<file path="config.mk">
export PLATFORM = sky130hd
export DESIGN_NAME = acia_rx_fifo_flat
export DESIGN_NICKNAME = d
export VERILOG_FILES = /design/src/rtl/acia_pkg.sv /design/src/rtl/acia_rx_fifo_if.sv /design/src/rtl/acia_fifo_mem.sv /design/src/rtl/acia_rx_fifo.sv /design/src/flat_wrapper.sv
export SDC_FILE = /design/constraint.sdc
export NUM_CORES = 1
export LEC_CHECK = 0
export BUFFER_PORTS_ARGS = -buffer_cell sky130_fd_sc_hd__clkbuf_2
export CORE_MARGIN = 1
export CORE_UTILIZATION = 45
export DETAILED_ROUTE_END_ITERATION = 10
export PLACE_DENSITY_LB_ADDON = 0.2
export SYNTH_ARGS = -nofsm -noshare
export SYNTH_HDL_FRONTEND = slang
export SYNTH_HIERARCHICAL = 1
export SYNTH_SLANG_ARGS = --single-unit
</file>
<file path="constraint.sdc">
create_clock -name clk -period 3.86 [get_ports clk]
set_input_delay 0 -clock clk [delete_from_list [all_inputs] [get_ports clk]]
set_output_delay 0 -clock clk [all_outputs]
set_load 0.02 [all_outputs]
</file>
<file path="src/rtl/acia_pkg.sv">
// Shared ACIA definitions: FIFO sizing defaults and status-register bit positions.
package acia_pkg;

  localparam int unsigned ACIA_DEPTH_LOG2 = 4;
  localparam int unsigned ACIA_IRQ_LEVEL  = 8;

  // Status register bit positions (6551-style layout)
  localparam int unsigned STAT_FE_BIT       = 1;
  localparam int unsigned STAT_OVR_BIT      = 2;
  localparam int unsigned STAT_RD_VALID_BIT = 3;
  localparam int unsigned STAT_IRQ_BIT      = 7;

endpackage

</file>
<file path="src/rtl/acia_rx_fifo_if.sv">
// Receiver/bus-side signal bundle for the ACIA receive FIFO.
interface acia_rx_fifo_if #(
  parameter int unsigned DEPTH_LOG2 = acia_pkg::ACIA_DEPTH_LOG2
);
  logic [7:0]          rx_dat;
  logic                rx_stb;
  logic                rx_err;
  logic                rd_stb;
  logic                flag_clr;
  logic [7:0]          rd_dat;
  logic                rd_fe;
  logic                rd_valid;
  logic [DEPTH_LOG2:0] count;
  logic                ovr;
  logic                fe;
  logic                irq;

  modport master (
    output rx_dat, rx_stb, rx_err, rd_stb, flag_clr,
    input  rd_dat, rd_fe, rd_valid, count, ovr, fe, irq
  );

  modport slave (
    input  rx_dat, rx_stb, rx_err, rd_stb, flag_clr,
    output rd_dat, rd_fe, rd_valid, count, ovr, fe, irq
  );
endinterface

</file>
<file path="src/rtl/acia_fifo_mem.sv">
// Dual-port storage array: synchronous write, asynchronous (show-ahead) read.
module acia_fifo_mem #(
  parameter int unsigned Width = 8,
  parameter int unsigned AddrW = 4
) (
  input  logic             clk,
  input  logic             we,
  input  logic [AddrW-1:0] waddr,
  input  logic [Width-1:0] wdata,
  input  logic [AddrW-1:0] raddr,
  output logic [Width-1:0] rdata
);

  logic [Width-1:0] mem [2**AddrW];

  always_ff @(posedge clk) begin
    if (we) mem[waddr] <= wdata;
  end

  assign rdata = mem[raddr];

endmodule

</file>
<file path="src/rtl/acia_rx_fifo.sv">
// ACIA receive FIFO: pointers, occupancy, sticky flags and level interrupt.
// Define ACIA_RX_FIFO_ERRPUSH_EN to also queue framing-error bytes tagged with rd_fe.
module acia_rx_fifo
  import acia_pkg::*;
#(
  parameter int unsigned DEPTH_LOG2 = ACIA_DEPTH_LOG2,
  parameter int unsigned IRQ_LEVEL  = ACIA_IRQ_LEVEL
) (
  input logic           clk,
  input logic           reset,
  acia_rx_fifo_if.slave bus
);

`ifdef ACIA_RX_FIFO_ERRPUSH_EN
  localparam int unsigned EntryW = 9;
`else
  localparam int unsigned EntryW = 8;
`endif

  localparam logic [DEPTH_LOG2:0]   DepthCnt = {1'b1, {DEPTH_LOG2{1'b0}}};
  localparam logic [DEPTH_LOG2:0]   IrqLvl   = IRQ_LEVEL[DEPTH_LOG2:0];
  localparam logic [DEPTH_LOG2:0]   CntOne   = {{DEPTH_LOG2{1'b0}}, 1'b1};
  localparam logic [DEPTH_LOG2-1:0] PtrOne   = {{(DEPTH_LOG2-1){1'b0}}, 1'b1};

  logic [DEPTH_LOG2-1:0] wr_ptr, wr_ptr_nxt;
  logic [DEPTH_LOG2-1:0] rd_ptr, rd_ptr_nxt;
  logic [DEPTH_LOG2:0]   cnt, cnt_nxt;
  logic                  ovr_r, ovr_nxt;
  logic                  fe_r, fe_nxt;
  logic                  err_d;

  logic              err_evt;
  logic              push_req;
  logic              push_ok;
  logic              pop;
  logic              full;
  logic              empty;
  logic [EntryW-1:0] wr_entry;
  logic [EntryW-1:0] rd_entry;

  // One event per rising edge of the framing-error level
  assign err_evt = bus.rx_err & ~err_d;

`ifdef ACIA_RX_FIFO_ERRPUSH_EN
  assign push_req   = bus.rx_stb | err_evt;
  assign wr_entry   = {~bus.rx_stb, bus.rx_dat};
  assign bus.rd_fe  = rd_entry[8];
  assign bus.rd_dat = rd_entry[7:0];
`else
  assign push_req   = bus.rx_stb;
  assign wr_entry   = bus.rx_dat;
  assign bus.rd_fe  = 1'b0;
  assign bus.rd_dat = rd_entry;
`endif

  assign full  = (cnt == DepthCnt);
  assign empty = (cnt == '0);
  assign pop   = bus.rd_stb & ~empty;
  // A full FIFO still accepts a push when the same cycle frees a slot
  assign push_ok = push_req & (~full | pop);

  always_comb begin
    wr_ptr_nxt = wr_ptr;
    rd_ptr_nxt = rd_ptr;
    cnt_nxt    = cnt;
    if (push_ok) wr_ptr_nxt = wr_ptr + PtrOne;
    if (pop)     rd_ptr_nxt = rd_ptr + PtrOne;
    if (push_ok && !pop)      cnt_nxt = cnt + CntOne;
    else if (pop && !push_ok) cnt_nxt = cnt - CntOne;
    ovr_nxt = (push_req & ~push_ok) | (ovr_r & ~bus.flag_clr);
    fe_nxt  = err_evt | (fe_r & ~bus.flag_clr);
  end

  always_ff @(posedge clk or posedge reset) begin
    if (reset) begin
      wr_ptr <= '0;
      rd_ptr <= '0;
      cnt    <= '0;
      ovr_r  <= 1'b0;
      fe_r   <= 1'b0;
      err_d  <= 1'b0;
    end else begin
      wr_ptr <= wr_ptr_nxt;
      rd_ptr <= rd_ptr_nxt;
      cnt    <= cnt_nxt;
      ovr_r  <= ovr_nxt;
      fe_r   <= fe_nxt;
      err_d  <= bus.rx_err;
    end
  end

  acia_fifo_mem #(
    .Width (EntryW),
    .AddrW (DEPTH_LOG2)
  ) u_mem (
    .clk   (clk),
    .we    (push_ok),
    .waddr (wr_ptr),
    .wdata (wr_entry),
    .raddr (rd_ptr),
    .rdata (rd_entry)
  );

  assign bus.count    = cnt;
  assign bus.rd_valid = ~empty;
  assign bus.ovr      = ovr_r;
  assign bus.fe       = fe_r;
  assign bus.irq      = (cnt >= IrqLvl) | ovr_r;

endmodule

</file>
<file path="src/flat_wrapper.sv">
// flat-port wrapper written by rule: the top's interface ports become plain ports
module acia_rx_fifo_flat import acia_pkg::*;
#(
  parameter int unsigned DEPTH_LOG2 = ACIA_DEPTH_LOG2,
  parameter int unsigned IRQ_LEVEL  = ACIA_IRQ_LEVEL
)
  (clk, reset, bus_rx_dat, bus_rx_stb, bus_rx_err, bus_rd_stb, bus_flag_clr, bus_rd_dat, bus_rd_fe, bus_rd_valid, bus_count, bus_ovr, bus_fe, bus_irq);
  acia_rx_fifo_if #(.DEPTH_LOG2(DEPTH_LOG2)) bus_i ();
  input logic clk;
  input logic reset;
  input wire logic [$bits(bus_i.rx_dat)-1:0] bus_rx_dat;
  input wire logic [$bits(bus_i.rx_stb)-1:0] bus_rx_stb;
  input wire logic [$bits(bus_i.rx_err)-1:0] bus_rx_err;
  input wire logic [$bits(bus_i.rd_stb)-1:0] bus_rd_stb;
  input wire logic [$bits(bus_i.flag_clr)-1:0] bus_flag_clr;
  output wire logic [$bits(bus_i.rd_dat)-1:0] bus_rd_dat;
  output wire logic [$bits(bus_i.rd_fe)-1:0] bus_rd_fe;
  output wire logic [$bits(bus_i.rd_valid)-1:0] bus_rd_valid;
  output wire logic [$bits(bus_i.count)-1:0] bus_count;
  output wire logic [$bits(bus_i.ovr)-1:0] bus_ovr;
  output wire logic [$bits(bus_i.fe)-1:0] bus_fe;
  output wire logic [$bits(bus_i.irq)-1:0] bus_irq;
  assign bus_i.rx_dat = bus_rx_dat;
  assign bus_i.rx_stb = bus_rx_stb;
  assign bus_i.rx_err = bus_rx_err;
  assign bus_i.rd_stb = bus_rd_stb;
  assign bus_i.flag_clr = bus_flag_clr;
  assign bus_rd_dat = bus_i.rd_dat;
  assign bus_rd_fe = bus_i.rd_fe;
  assign bus_rd_valid = bus_i.rd_valid;
  assign bus_count = bus_i.count;
  assign bus_ovr = bus_i.ovr;
  assign bus_fe = bus_i.fe;
  assign bus_irq = bus_i.irq;
  acia_rx_fifo #(.DEPTH_LOG2(DEPTH_LOG2), .IRQ_LEVEL(IRQ_LEVEL)) u_core (.clk(clk), .reset(reset), .bus(bus_i));
endmodule
</file>
==> results of run 1 <==
==> registers in the layout, summed over array words and instances (netlist names) <==
name,flops
u_core/u_mem/mem,128
u_core/rd_ptr,4
u_core/bus.ovr,1
u_core/err_d,1
u_core/wr_ptr,4
u_core/bus.fe,1
u_core/bus.count,5
==> cell usage in the layout (no fill, tap or decap), types with 2 or more instances in the layout <==
master         count
or3_1              3
ha_1               6
clkbuf_2          30
edfxtp_1         128
mux4_2            18
nand2b_1           2
nand2_1           14
nand3b_1           2
o22ai_1            3
inv_1             10
nand3_1            4
nor2_1            13
dlygate4sd3_1      5
dfrtp_1           15
nor3_1             5
inv_4              2
buf_4              6
nor2b_1            2
o21ai_0            2
xor2_1             3
clkbuf_16         17
clkbuf_1           6
clkbuf_8           4
clkinv_2           2
xnor2_1            6
mux4_1            14
a22oi_1           16
==> worst reg2reg max path: stages, from the launching register on <==
cell	delay (ns)
dfrtp_1	0.44
nor4_4	0.42
nand2b_2	0.17
nand2_4	0.11
ha_1	0.28
inv_1	0.13
ha_1	0.34
nor2b_1	0.23
o2111ai_1	0.13
o31ai_1	0.09
o221ai_1	0.17
==> kinds of logic after synthesis <==
| family | count (synthesis) | synth area share [%] |
|---|---|---|
| AND/OR/NAND/NOR | 55 | 5.00 |
| buffers and inverters | 22 | 2.32 |
| other | 1 | 0.0638 |
| AO/OA/AOI/OAI | 28 | 3.64 |
| XOR/XNOR | 9 | 1.34 |
| flip-flops | 144 | 72.2 |
| adder cells (fa/ha/maj) | 7 | 1.62 |
| multiplexers | 35 | 13.8 |
==> area by class of cell <==
cell class / instances / area (sq um)
fillers: 1039 / 5880
flip-flops and latches: 144 / 4250
multi-input cells: 135 / 1500
clock buffers: 27 / 503
repair buffers: 41 / 245
well taps: 172 / 215
clock inverters: 5 / 52.6
inverters: 10 / 37.5
==> through the flow <==
stage	utilization, %	cells	hold WS (ns)	cell area [sq um]
final	53.6	534	0.00684	6790
after global placement	48.8	497	0.0801	6190
after global routing	53.6	534	0.0389	6790
after detailed placement	48.8	497	0.0966	6190
after floorplan	-	301	-0.0863	5880
after CTS	53.6	534	0.00502	6790
==> repair_timing <==
item | 4_1_cts | 5_1_grt
resized for setup | 0 | 0
hold buffers | 5 | 0
endpoints found under the hold margin | 23 | 0
==> cells in the mapped netlist (3+ instances only) <==
master / number / share of area [%]
buf_6: 3 / 0.57
a22oi_1: 16 / 2.0
dfrtp_1: 16 / 6.8
edfxtp_1: 128 / 65
o22ai_1: 3 / 0.32
nor3_1: 5 / 0.43
xnor2_1: 6 / 0.89
or3_1: 3 / 0.32
nand2_1: 14 / 0.89
mux4_2: 18 / 6.9
xor2_1: 3 / 0.45
ha_1: 6 / 1.3
mux4_1: 14 / 6.3
nor2_1: 13 / 0.83
buf_2: 4 / 0.34
nand3_1: 4 / 0.34
clkdlybuf4s25_2: 3 / 0.51
inv_1: 10 / 0.64
==> per-layer routing <==
metal / vias up / wire [um] / global-route usage, %
met3: 9 / 543 / 4.46
met4: 0 / 126 / 7.44
met5: - / 0 / 0
met1: 1523 / 4970 / 24.8
li1: 1322 / - / -
met2: 87 / 5420 / 29.2
==> worst max-delay path by stage <==
stage / start / endpoint / slack (ns) / cells after the start
6_report: u_core/rd_ptr[0]$_DFFE_PP0P_ / bus_rd_dat[1] / 1.13 / 5
5_1_grt: u_core/rd_ptr[0]$_DFFE_PP0P_ / bus_rd_dat[1] / 0.91 / 5
4_1_cts: u_core/rd_ptr[0]$_DFFE_PP0P_ / bus_rd_dat[1] / 1.02 / 5
3_5_place_dp: u_core/bus.count[1]$_DFFE_PP0P_ / u_core/bus.count[4]$_DFFE_PP0P_ / 1.20 / 10
3_3_place_gp: u_core/bus.count[1]$_DFFE_PP0P_ / u_core/bus.count[4]$_DFFE_PP0P_ / 1.31 / 10
2_1_floorplan: u_core/bus.count[1]$_DFFE_PP0P_ / u_core/bus.count[4]$_DFFE_PP0P_ / 1.30 / 9
==> power breakdown <==
| part | switching, mW | internal, mW |
|---|---|---|
| combinational | 0.864 | 0.668 |
| sequential | 0.203 | 1.93 |
| clock | 0.562 | 0.953 |
| total | 1.63 | 3.55 |
==> run_results.csv, run 1 <==
group,metric,value,unit
die,ioPinCount,32,
cells_and_area,nets,370,
cells_and_area,diodes,0,
clock_network,cts_buffers,17,
logic_synthesis,postSynthAreaPerCell,19.5,sq um
sta,fin_crit_sh,70.8,%
cells_and_area,drive_above_1_share,24.3,%
drt,drt_first_iter_violations,288,
sta,worst_slack,1.13,ns
drt,vias_per_cell,5.51,
worst_setup_path,path_cells,"buf_4 -> mux4_1 -> a22oi_1 -> nand2_1 -> clkbuf_2",
grt,grt_max_degree,32,
worst_setup_path,critPathRequiredTime,3.86,ns
clock_network,clock_sinks,144,
grt,grt_pass1_wl,17300,um
grt,overflow,0,
logic_synthesis,async_flop_share,11.1,%
sta,setup_viol,0,
worst_setup_path,r2r_cells,10,
logic_synthesis,synthCells,301,
worst_setup_path,reg2reg_slack,1.21,ns
logic_synthesis,netlist_area,5880,sq um
worst_setup_path,start_kind,"flip-flop",
grt,grt_pass1_vias,3032,
logic_synthesis,seq_area_frac_synth,72.2,%
die,die_y,116,um
logic_synthesis,ys.flop_type,"edfxtp_1",
die,die_w,116,um
worst_setup_path,path_delay_family,"flip-flops",
sta,worst_pin_slew,0.943,ns
cells_and_area,areaGrowthSynthToFinish,15.6,%
drt,first_pass_iters,5,
sta,finalHoldViolCount,0,
status,status,"finished, final reports clean",
die,fp.coreArea,12700,sq um
logic_synthesis,synth_warnings,6,
clock_network,post_cts_buffers,0,
drt,totalWireLength,11100,um
worst_setup_path,critPathBufInv,2,
clock_network,clkLatencyLatePin,0.41,ns
grt,groute.usage.overall,18.5,%
sta,rsz0062_at_grt,"no",
drt,via_count,2941,
worst_setup_path,cpMaxStageDelayCell,"dfrtp_2",
worst_setup_path,critPathMaxFanout,20,
logic_synthesis,ys_seq_elements,144,
worst_hold_path,holdPathEnd,"u_core/u_mem/mem[0][1]$_DFFE_PP_",
logic_synthesis,synth-edff-count,128,
sta,min_period,2.73,ns
placed_design,place.gp.congestion,0.780,
clock_network,htreeDepth,4,
placed_design,dp_worst_setup_slack,1.20,ns
worst_hold_path,hold_class,"in2reg",
drt,ant_nets,0,
worst_setup_path,cp.arrival,2.73,ns
job,maxCapViolCount,0,
worst_setup_path,path_class,"reg2out",
clock_network,root_buffer,"clkbuf_16",
worst_hold_path,whs_path_depth,1,
pwr,power_leakage,2.38,nW
sta,fmax,0.366,GHz
worst_setup_path,max_stage_delay,0.77,ns
worst_setup_path,end_kind,"primary output",
die,rows,41,
sta,slew-limit-headroom,36.9,%
placed_design,io_buffers,30,
drt,drc,0,
clock_network,clockBufferDepth,2,
pwr,power.total,5.18,mW
worst_setup_path,r2r_end,"u_core/bus.count[4]$_DFFE_PP0P_",
grt,antenna_found_initial,0,
worst_setup_path,reg2reg_from,"u_core/bus.count[1]$_DFFE_PP0P_",
logic_synthesis,synth.distinct_cells,45,
die,die-area,13500,sq um
worst_hold_path,hold_start,"bus_rx_dat[1]",
pwr,ir_drop,0.330,mV
placed_design,dp.final_hpwl,6790,um
clock_network,cts_tree,"yes",
sta,setup_tns,0,ns
pwr,power_density,762,nW/um^2
sta,slew_violations,0,
logic_synthesis,syn_nets,322,
die,initial_core_util,46.4,%
drt,wl_per_cell,20.7,um
sta,fin_skew,0.00838,ns
clock_network,clkTransAtPathRegs,0.05,ns
Note: power is estimated with default switching activity, not from simulation.
==> run 2, diff against run 1 <==
Clock period 3.86 ns to 2.55 ns, I/O delays scaled along.
==> run 2 against run 1 <==
Compared with the run above: total power increased by 58%; clock power grew 64%; register-to-register slack got worse by 1.1 ns; largest cell class unchanged; first-iteration DRC count fell by 22%; sequential power is 48% higher; clock-buffer cell count is 10 lower; utilization increased by 1.5 points; critical endpoint is now u_core/bus.count[4]$_DFFE_PP0P_; final area is 2.7% higher; highest routed layer unchanged.
==> run_results.csv, run 2 (synthesis results as in run 1) <==
group,metric,value,unit
status,status,"finished, final reports clean",
cells_and_area,drive_above_1_share,27.6,%
grt,grt_pass1_vias,3063,
sta,fmax,0.410,GHz
die,die_y,116,um
drt,first_pass_iters,4,
pwr,power_density,1170,nW/um^2
cells_and_area,diodes,0,
cells_and_area,final_cell_mix,"edfxtp_1 (128), clkbuf_2 (30), buf_4 (18), mux4_2 (18), clkbuf_16 (17)",
sta,fin_crit_sh,95.8,%
worst_setup_path,path_cells,"nor4_4 -> buf_4 -> a31oi_4 -> ha_2 -> inv_1 -> ha_1 -> nor2b_2 -> o2111ai_1 -> o31ai_1 -> o221ai_1",
drt,drc,0,
worst_setup_path,reg2reg_slack,0.11,ns
grt,grt_pass1_wl,17400,um
drt,via_count,3034,
worst_setup_path,endpoint,"u_core/bus.count[4]$_DFFE_PP0P_",
cells_and_area,areaGrowthSynthToFinish,18.8,%
worst_setup_path,cp.arrival,2.77,ns
worst_setup_path,path_class,"reg2reg",
grt,groute.usage.overall,18.8,%
worst_setup_path,reg2reg_from,"u_core/bus.count[0]$_DFFE_PP0P_",
job,maxCapViolCount,0,
die,rows,41,
sta,fin_skew,0.00597,ns
worst_setup_path,max_stage_delay,0.40,ns
sta,rsz0062_at_grt,"yes",
cells_and_area,layout_commonest_cell,"edfxtp_1",
worst_setup_path,r2r_cells,10,
placed_design,place.gp.congestion,0.787,
placed_design,dp.final_hpwl,7300,um
cells_and_area,finalNonFillerCells,549,
pwr,power_leakage,2.48,nW
worst_setup_path,path_delay_family,"simple AND/OR/NAND/NOR gates",
clock_network,clockBufferDepth,2,
placed_design,dp.cells,508,
sta,finalHoldViolCount,0,
placed_design,io_buffers,30,
sta,setup_viol,0,
worst_setup_path,start_kind,"flip-flop",
sta,slew-limit-headroom,35.8,%
die,die-area,13500,sq um
die,initial_core_util,46.4,%
cells_and_area,fillCellCount,1006,
clock_network,cts_tree,"yes",
worst_setup_path,crit_cells,10,
sta,min_period,2.44,ns
sta,worst_pin_slew,0.959,ns
worst_setup_path,end_kind,"flip-flop",
clock_network,htreeDepth,4,
cells_and_area,largest_reg_flops,128,
drt,drt_first_iter_violations,225,
pwr,power.total,8.18,mW
cells_and_area,multiInputGateArea,1510,sq um
worst_setup_path,r2r_end,"u_core/bus.count[4]$_DFFE_PP0P_",
clock_network,clock_sinks,144,
placed_design,dp_worst_setup_slack,-0.0807,ns
worst_setup_path,critPathMaxFanout,7,
pwr,ir_drop,0.566,mV
die,ioPinCount,32,
clock_network,cts_buffers,17,
grt,overflow,0,
cells_and_area,nets,385,
sta,worst_slack,0.108,ns
worst_setup_path,critPathBufInv,2,
die,die_w,116,um
worst_setup_path,startpoint,"u_core/bus.count[0]$_DFFE_PP0P_",
drt,totalWireLength,11300,um
clock_network,clkLatencyLatePin,0.41,ns
die,fp.coreArea,12700,sq um
clock_network,root_buffer,"clkbuf_16",
grt,antenna_found_initial,0,
drt,wl_per_cell,20.6,um
drt,ant_nets,0,
sta,slew_violations,0,
worst_hold_path,hold_class,"in2reg",
cells_and_area,register_area,4250,sq um
cells_and_area,top_register,"u_core/u_mem/mem",
clock_network,clkTransAtPathRegs,0.06,ns
drt,vias_per_cell,5.53,
worst_setup_path,critPathRequiredTime,2.88,ns
grt,grt_max_degree,28,
worst_setup_path,cpMaxStageDelayCell,"dfrtp_1",
-- run 2: what timing repair did --
action                                  in CTS  in global routing
hold buffers                                 7                  0
endpoints found under the hold margin       55                  0
pin swaps                                    1                  0
buffers inserted                             1                  1
endpoints found under the setup margin       2                  4
gates resized for setup                      0                  2
-- run 2: cell type report --
cell class              count  share of cell area (%)
well taps                 172                    3.08
clock buffers              17                    6.10
multi-input cells         135                    21.6
flip-flops and latches    144                    60.8
repair buffers             56                    5.38
clock inverters            15                    2.49
inverters                  10                   0.538
-- run 2: metal layers --
metal	global-route usage (%)	up-vias	share of wire (%)
met4	8.46	0	1.5
met1	22.6	1581	40
met5	0	-	0
met3	4.93	15	5.4
li1	-	1354	-
met2	31.9	84	53
-- run 2: worst min path at each step --
stage                  startpoint                                 to  slack (ns)  depth (start not counted)
finish              bus_rx_dat[5]   u_core/u_mem/mem[8][5]$_DFFE_PP_        0.02                          1
global route        bus_rx_dat[5]  u_core/u_mem/mem[12][5]$_DFFE_PP_        0.03                          1
CTS                 bus_rx_dat[5]  u_core/u_mem/mem[14][5]$_DFFE_PP_        0.01                          1
detailed placement          reset            u_core/bus.fe$_DFF_PP0_        0.11                          2
global placement            reset             u_core/err_d$_DFF_PP0_        0.09                          2
floorplan                   reset    u_core/bus.count[0]$_DFFE_PP0P_       -0.09                          1
-- run 2: power by group --
group	internal, mW	switching, mW	leakage [nW]
sequential	2.91	0.252	1.35
combinational	1.12	1.41	0.839
clock	1.61	0.880	0.290
-- run 2: per-stage QoR --
stage	instance area [sq um]	hold slack (ns)	setup TNS [ns]	utilization [%]
detailed placement	6290	0.106	-0.0807	49.6
finish	6980	0.0229	0	55.1
floorplan	5880	-0.0863	0	-
CTS	6970	0.0120	0	55.0
global route	6980	0.0313	-0.0465	55.1
global placement	6290	0.0887	0	49.6
==> run 3, diff against run 2 <==
Settings changed: CORE_UTILIZATION 45 to 30.
==> run 3 against run 2 <==
Compared with the run above: critical path depth fell by 1; fmax decreased by 0.49%; register-to-register slack about the same; sequential power barely moved; non-clock buffer count decreased by 5; utilization decreased by 18 points; via count is 2.7% lower; clock power up 5%; first-iteration DRC count shrank 16%; final area up 1.6%; clock skew increased by 0.0033 ns; largest power group unchanged.
==> run_results.csv, run 3 (synthesis results as in run 1) <==
group,metric,value,unit
status,status,"finished, final reports clean",
worst_setup_path,critPathMaxFanout,7,
pwr,switching_share,31.8,%
grt,grt.busiest_layer,"met2",
sta,whs,0.0333,ns
sta,min_period,2.45,ns
sta,fin_crit_sh,96.2,%
grt,grt_use_met2,20.7,%
die,die-area,20100,sq um
pwr,seq_power_share,37.5,%
clock_network,clkLatencyLatePin,0.41,ns
cells_and_area,utilization,37.4,%
cells_and_area,fillCellCount,1786,
cells_and_area,largest_reg_flops,128,
placed_design,dp_worst_setup_slack,-0.0139,ns
grt,grt_pass1_wl,18400,um
drt,drt_first_iter_violations,188,
grt,grt_max_degree,36,
worst_setup_path,end_kind,"flip-flop",
pwr,power_leakage,2.47,nW
grt,grt_use_met1,17.4,%
cells_and_area,drive_above_1_share,28.0,%
cells_and_area,final_cell_mix,"edfxtp_1 (128), clkbuf_2 (30), mux4_2 (18)",
sta,slew-limit-headroom,30.6,%
sta,slew_violations,0,
sta,setup_tns,0,ns
cells_and_area,areaGrowthSynthToFinish,20.7,%
pwr,power_density,1180,nW/um^2
pwr,internal-power,5.69,mW
die,rows,50,
cells_and_area,multiInputGateArea,1510,sq um
die,die_y,142,um
cells_and_area,nets,380,
clock_network,clockBufferDepth,2,
clock_network,clkTransAtPathRegs,0.06,ns
worst_setup_path,cp.arrival,2.73,ns
cells_and_area,register_area,4250,sq um
job,maxCapViolCount,0,
placed_design,io_buffers,30,
pwr,power.total,8.34,mW
clock_network,clock_sinks,144,
grt,gr-usage-met3,3.43,%
sta,finalHoldViolCount,0,
placed_design,place.gp.congestion,0.692,
drt,wl_per_cell,19.1,um
worst_setup_path,path_class,"reg2reg",
grt,antenna_found_initial,0,
clock_network,htreeDepth,4,
grt,grt_pass1_vias,3047,
clock_network,root_buffer,"clkbuf_16",
cells_and_area,layout_commonest_cell,"edfxtp_1",
worst_setup_path,critPathRequiredTime,2.83,ns
pwr,power.clock.fraction,31.4,%
die,fp.coreArea,19000,sq um
pwr,ir_drop,0.544,mV
cells_and_area,top_register,"u_core/u_mem/mem",
die,die_w,142,um
sta,rsz0062_at_grt,"yes",
drt,via_count,2952,
pwr,p_switching,2.66,mW
drt,first_pass_iters,4,
clock_network,cts_tree,"yes",
sta,worst_pin_slew,1.04,ns
drt,totalWireLength,12100,um
sta,fmax,0.408,GHz
sta,worst_slack,0.0962,ns
cells_and_area,diodes,0,
clock_network,cts_buffers,17,
die,ioPinCount,32,
drt,ant_nets,0,
sta,setup_viol,0,
sta,fin_skew,0.00930,ns
die,initial_core_util,31.0,%
drt,drc,0,
worst_setup_path,start_kind,"flip-flop",
pwr,comb_power_share,31.1,%
grt,overflow,0,
placed_design,dp.final_hpwl,7510,um
worst_hold_path,hold_class,"in2reg",
grt,groute.usage.overall,13.2,%
drt,vias_per_cell,4.67,
run 3: stage by stage:
stage,instances,area (sq um)
after global placement,594,6400
after CTS,632,7080
after detailed placement,594,6400
after floorplan,301,5880
after global routing,632,7090
final,632,7090
run 3: final cells by class:
type / instances / area share, %
flip-flops and latches: 144 / 59.9
multi-input cells: 135 / 21.3
clock buffers: 18 / 6.05
repair buffers: 51 / 4.87
well taps: 260 / 4.59
clock inverters: 14 / 2.82
inverters: 10 / 0.529
run 3: metal layers:
metal	part of all wire, %	vias up	wire, um
met4	0.75	0	91
li1	-	1346	-
met2	49	71	5870
met5	0	-	0
met1	45	1529	5480
met3	5.3	6	637
run 3: final timing paths:
path | startpoint | to | slack [ns] | cells past startpoint
hold reg to reg | u_core/err_d$_DFF_PP0_ | u_core/bus.fe$_DFF_PP0_ | 0.45 | 1
min in group asynchronous | reset | u_core/bus.count[2]$_DFFE_PP0P_ | 0.21 | 3
hold / removal | bus_rx_dat[5] | u_core/u_mem/mem[15][5]$_DFFE_PP_ | 0.03 | 1
max in group asynchronous | reset | u_core/rd_ptr[0]$_DFFE_PP0P_ | 1.87 | 3
setup reg to reg | u_core/bus.count[0]$_DFFE_PP0P_ | u_core/bus.count[4]$_DFFE_PP0P_ | 0.1 | 9
setup / recovery | u_core/bus.count[0]$_DFFE_PP0P_ | u_core/bus.count[4]$_DFFE_PP0P_ | 0.1 | 9
run 3: power groups by stage:
stage,Sequential [mW],Clock [mW],Combinational (mW)
after global placement,3.16,0,2.63
after CTS,3.13,2.70,2.65
after global routing,3.16,2.78,2.81
final,3.13,2.62,2.60
after detailed placement,3.18,0,2.63
after floorplan,3.18,0,1.78
run 3: timing repair:
action | 4_1_cts | 5_1_grt
cloned | 0 | 0
resized for setup | 0 | 2
endpoints found under the setup margin | 1 | 2
hold buffers | 5 | 0
endpoints found under the hold margin | 23 | 0
setup buffers | 1 | 0
pin swaps | 1 | 1
run 3: critical path: stages (launching register included):
cell and delay (ns):
dfrtp_1 0.40, nor4_4 0.37, buf_4 0.19, a31oi_4 0.08, ha_2 0.25, fa_1 0.41
nor2b_1 0.23, o2111ai_1 0.13, o31ai_1 0.09, o221ai_1 0.16
